===== src/rtl/bin2bcd_seq.sv =====
// bin2bcd_seq: sequential double-dabble binary-to-BCD converter, one bit per clock,
// with the input clamped to MAX_VAL and four registered, held digit outputs.
module bin2bcd_seq #(
  parameter int BIN_W   = 14,
  parameter int MAX_VAL = 9999
) (
  input  logic             clk_100MHz,
  input  logic             rst_n,
  input  logic             start,
  input  logic [BIN_W-1:0] bin,
  output logic             busy,
  output logic             done,
  output logic             overflow,
  output logic [3:0]       ones,
  output logic [3:0]       tens,
  output logic [3:0]       hundreds,
  output logic [3:0]       thousands
);
  localparam int CW = $clog2(BIN_W + 1);
  localparam logic [BIN_W-1:0] MAX_B = BIN_W'(MAX_VAL);
  typedef enum logic [1:0] {IDLE, SHIFT, DONE} state_t;
  state_t           state_q, state_d;
  logic [BIN_W-1:0] bin_q, bin_d;
  logic [15:0]      bcd_q, bcd_d, bcd_adj;
  logic [CW-1:0]    cnt_q, cnt_d;
  logic             pend_q, pend_d;
  logic [15:0]      dig_q, dig_d;
  logic             ovf_q, ovf_d;
  logic             done_q, done_d;
  // add-3 correction on every nibble, applied before the shift
  for (genvar g = 0; g < 4; g++) begin : g_adj
    assign bcd_adj[4*g +: 4] = (bcd_q[4*g +: 4] >= 4'd5) ? bcd_q[4*g +: 4] + 4'd3 : bcd_q[4*g +: 4];
  end
  always_comb begin
    state_d = state_q;
    bin_d   = bin_q;
    bcd_d   = bcd_q;
    cnt_d   = cnt_q;
    pend_d  = pend_q;
    dig_d   = dig_q;
    ovf_d   = ovf_q;
    done_d  = 1'b0;
    if (state_q == IDLE && start) begin
      bin_d   = (bin > MAX_B) ? MAX_B : bin;
      pend_d  = bin > MAX_B;
      bcd_d   = '0;
      cnt_d   = CW'(BIN_W);
      state_d = SHIFT;
    end else if (state_q == SHIFT) begin
      {bcd_d, bin_d} = {bcd_adj, bin_q} << 1;
      cnt_d   = cnt_q - CW'(1);
      state_d = (cnt_q == CW'(1)) ? DONE : SHIFT;
    end else if (state_q == DONE) begin
      dig_d   = bcd_q;
      ovf_d   = pend_q;
      done_d  = 1'b1;
      state_d = IDLE;
    end
  end
  always_ff @(posedge clk_100MHz or negedge rst_n) begin
    if (!rst_n) begin
      state_q <= IDLE;
      bin_q   <= '0;
      bcd_q   <= '0;
      cnt_q   <= '0;
      pend_q  <= 1'b0;
      dig_q   <= '0;
      ovf_q   <= 1'b0;
      done_q  <= 1'b0;
    end else begin
      state_q <= state_d;
      bin_q   <= bin_d;
      bcd_q   <= bcd_d;
      cnt_q   <= cnt_d;
      pend_q  <= pend_d;
      dig_q   <= dig_d;
      ovf_q   <= ovf_d;
      done_q  <= done_d;
    end
  end
  assign busy     = state_q != IDLE;
  assign done     = done_q;
  assign overflow = ovf_q;
  assign {thousands, hundreds, tens, ones} = dig_q;
endmodule


===== config.mk =====
export PLATFORM = sky130hd
export DESIGN_NAME = bin2bcd_seq
export DESIGN_NICKNAME = d
export VERILOG_FILES = /design/src/rtl/bin2bcd_seq.sv
export SDC_FILE = /design/constraint.sdc
export NUM_CORES = 1
export LEC_CHECK = 0
export BUFFER_PORTS_ARGS = -buffer_cell sky130_fd_sc_hd__clkbuf_2
export CORE_ASPECT_RATIO = 0.9
export CORE_MARGIN = 2
export CORE_UTILIZATION = 50
export DETAILED_ROUTE_END_ITERATION = 7
export PLACE_DENSITY = 0.68
export SYNTH_ARGS = -nofsm -noshare
export SYNTH_HDL_FRONTEND = slang
export SYNTH_SLANG_ARGS = --single-unit

===== constraint.sdc =====
create_clock -name clk_100MHz -period 1.7 [get_ports clk_100MHz]
set_input_delay 0.17 -clock clk_100MHz [delete_from_list [all_inputs] [get_ports clk_100MHz]]
set_output_delay 0.17 -clock clk_100MHz [all_outputs]
set_load 0.1 [all_outputs]

Word-level counts from Yosys, hierarchy flattened
Index checks and enable logic that the tools add are counted.

storage, ports and cells
  bits in registers = 55
  input bits = 17
  output and inout port bits = 19
  word-level logic and storage cells = 47

operators by class
  add/subtract/negate cells = 5
  $lt $le $gt $ge = 5
  equal/unequal tests = 3
  muxes and demuxes = 18
  bitwise operators = 2
  reduce and logical (&&, ||, !) cells = 6

operator list
  cell                    count
  $mux W14                3
  $mux W16                2
  $mux W4                 5
  $ge A4 B3 Y1 const B    4
  $gt A14 B14 Y1 const B  1
  $add A4 B2 Y4 const B   3
  $mux W2                 4
  $eq A4 B1 Y1 const B    1
  $reduce_bool A2 Y1      2
  $sub A4 B1 Y4 const B   1
  $add A3 B2 Y3 const B   1
  $mux W1                 3
  $mux W3                 1
  $reduce_and A3 Y1       1
  $reduce_bool A3 Y1      1
  $eq A2 B1 Y1 const B    1
  $eq A2 B2 Y1 const B    1
  $logic_not A2 Y1        1
  $not A1 Y1              2
  $logic_and A1 B1 Y1     1

Logic depth before layout (Yosys ltp)
  depth after elaboration = 4
  gate-level depth with buffers = 5
  gate-level depth less buffers = 5

Worst setup path before layout
No wires, ideal clock.

  kind = reg2out
  from = register state_q[1]
  to = output busy
  data arrival time = 1,154 ps
  required time = 1,530 ps
  path slack = 376 ps
  stages on the path, launching flop included = 3
  path buffers = 1
  cell sequence = dfrtp_1 > clkbuf_1 > or2_2

on the way
  longest elaborated chain between the ends = 1

RTL lines
  what                    RTL line  source
  from (decl)             22        state_t state_q, state_d;
  from (signal assigned)  71        state_q <= state_d;
  $reduce_bool A2 Y1      81        assign busy = state_q != IDLE;
  to (decl)               11        output logic busy,

No other way between the ends.

Final worst setup path
Same ends and word-level chain as after synthesis.

==> impl_metrics.csv <==
group,metric,value,unit
clocking,clock-root-buffer,"clkbuf_8",
run,maxCapViolations,0,
worst_setup_path,crit_type,"reg -> out",
synthesis,post-synth-top-area-cell,"dfrtp_1",
floorplanning,io_pins,36,
clocking,htree_num_levels,2,
route,first_pass_iters,4,
route,wl_per_cell,14.7,µm
floorplanning,initial_utilization,51.5,%
timing,hold_violations,0,
hold_path,worstHoldPathCells,2,
worst_setup_path,worstPathRequired,1.53,ns
synthesis,synth_seq_cells,55,
synthesis,synth_cell_types,41,
floorplanning,die_y,73.6,µm
clocking,clkTransAtPathRegs,0.09,ns
final_layout,layout_commonest_cell,"dfrtp_1",
worst_setup_path,reg2reg_to,"bcd_q[9]",
synthesis,avgSynthCellArea,10.4,µm²
final_layout,areaGrowthSynthToFinish,15.9,%
final_layout,final_cell_mix,"dfrtp_1, clkbuf_2, nand2_1, o21ai_0, inv_1",
clocking,cts_tree,"yes",
placement,port_buffers,35,
synthesis,synthTopCellsByArea,"dfrtp_1, ha_1, o21ai_0",
route,num_vias,2049,
worst_setup_path,reg2reg_slack,0.20,ns
route,dr.first_iter.drc_count,114,
clocking,post_cts_buffers,0,
global_routing,antenna_found_initial,0,
placement,hpwl,3760,µm
clocking,clk_latency,0.32,ns
timing,worstMarginPinSlew,0.554,ns
timing,hold_ws,0.0719,ns
hold_path,holdPathEnd,"bin_q[3]",
timing,tns,0,ns
timing,slew_headroom,63.2,%
timing,drv_slew,0,
outcome,outcome,"complete, no violations",
timing,timing.final.crit_share,94.4,%
hold_path,hp-class,"in -> reg",
final_layout,nNetsFinal,325,
global_routing,grt_use_total,20.3,%
worst_setup_path,reg2reg_from,"bcd_q[8]",
synthesis,syn-instance-count,259,
timing,fin_worst_skew,0.0104,ns
clocking,cts.sinks,55,
hold_path,min_from,"bin[3]",
route,routed_wl,5370,µm
global_routing,grt_pass1_wl,9270,µm
floorplanning,core,5220,µm²
synthesis,syn_area,2690,µm²
final_layout,final_core_util,59.7,%
worst_setup_path,critPathCaptureType,"primary output",
global_routing,grt_max_degree,56,
timing,setup_viol,0,
floorplanning,dieArea,5990,µm²
floorplanning,row_count,25,
timing,finalCriticalPeriod,1.61,ns
worst_setup_path,path_max_fanout,18,
timing,fmax,0.623,GHz
worst_setup_path,reg2reg_depth,5,
final_layout,drive_gt1_share,20.7,%
clocking,clock_path_buffers,2,
timing,timing.final.ws_setup,0.0947,ns
clocking,cts_made_buffers,5,
synthesis,yosys_warnings,0,
worst_setup_path,crit_arrival,1.44,ns
worst_setup_path,startpoint_type,"register",
global_routing,grt_overflow_total,0,
placement,gp_congestion,0.857,
synthesis,synth_top_area_share,51.1,%
synthesis,seq_area_frac_synth,51.1,%
placement,post-place-ws,0.130,ns
final_layout,diodes,0,
synthesis,synth_fp_nets,286,
route,ant_nets,0,
global_routing,grt_pass1_vias,1979,
route,drt-vias-per-instance,5.60,
timing,rsz0062_at_grt,"no",
route,drc,0,
floorplanning,die_width,81.3,µm
## cells by family (layout without fill, tap and decap cells)
family          after synthesis  after routing  synth area share (%)
compound gates               94             94                  25.3
simple gates                 61             61                  11.7
flops                        55             55                  51.1
buf+inv                      35             75                  5.81
fa+ha+maj                    10             10                  4.65
xor+xnor                      3              3                 0.976
mux                           1              1                 0.418
## layer usage
layer / global-route usage (%) / vias to the layer above / wire length, µm
met5: 0 / - / 0
met3: 5.16 / 4 / 168
met2: 32.1 / 30 / 2410
li1: - / 1019 / -
met1: 27.9 / 996 / 2740
met4: 5.08 / 0 / 53
## through the flow
stage,instances,instance area [µm²]
after detailed placement,357,2980
after CTS,366,3110
final,366,3120
after global placement,357,2980
after floorplan,259,2690
after global routing,366,3120
## area by class of cell
type | instances | area, µm²
fill | 453 | 2100
sequential | 55 | 1380
multi-input combinational | 169 | 1170
timing repair buffer | 47 | 295
tap | 67 | 83.8
clock buffer | 6 | 82.6
inverter | 20 | 75.1
clock inverter | 2 | 35.0
## worst max-delay path by stage
stage                from  slack [ns]  depth (start not counted)  endpoint
6_report       state_q[1]        0.09                          2      busy
5_1_grt        state_q[1]        0.05                          2      busy
4_1_cts        state_q[1]        0.02                          2      busy
3_5_place_dp   state_q[0]        0.13                          4  cnt_q[2]
3_3_place_gp   state_q[0]        0.18                          4  cnt_q[2]
2_1_floorplan  state_q[1]        0.38                          2      busy
## repair_timing
action	in CTS	in global routing
endpoints found under the hold margin	55	0
resized for setup	1	3
setup endpoints to repair	1	5
hold buffers	1	0
## synth_stat cells, drive strengths merged
cell     instances
nand4            1
a32o             4
mux2             1
nand2b           6
a22oi            3
a21oi            4
nand2           31
nor4             1
nand3            2
buf             11
or3b             1
nor2b            5
a22o             4
o32ai            3
ha              10
a221o            2
o21a             9
o22a             3
nand3b           4
o21ai           26
dfrtp           55
o21bai           1
nor3             1
o211ai           5
o221ai           4
o21ba            1
o31ai            5
xnor2            3
or2              1
inv             20
o2111ai          8
nor3b            4
and3             3
o311ai           4
clkbuf           4
nor2             1
a21o             8
## critical path: stages, from the launching register on
cell and delay (ns):
dfrtp_2 0.52, or2_2 0.32, clkbuf_4 0.28
## sequential cells by signal, summed over array words and instances (netlist names)
name      count
bcd_q        16
dig_q        16
bin_q        14
done          1
cnt_q         4
state_q       2
overflow      1
pend_q        1
Power is left out: the tool's default activity adds up to more than one toggle a clock period on the data nets, which glitch-free logic cannot reach.
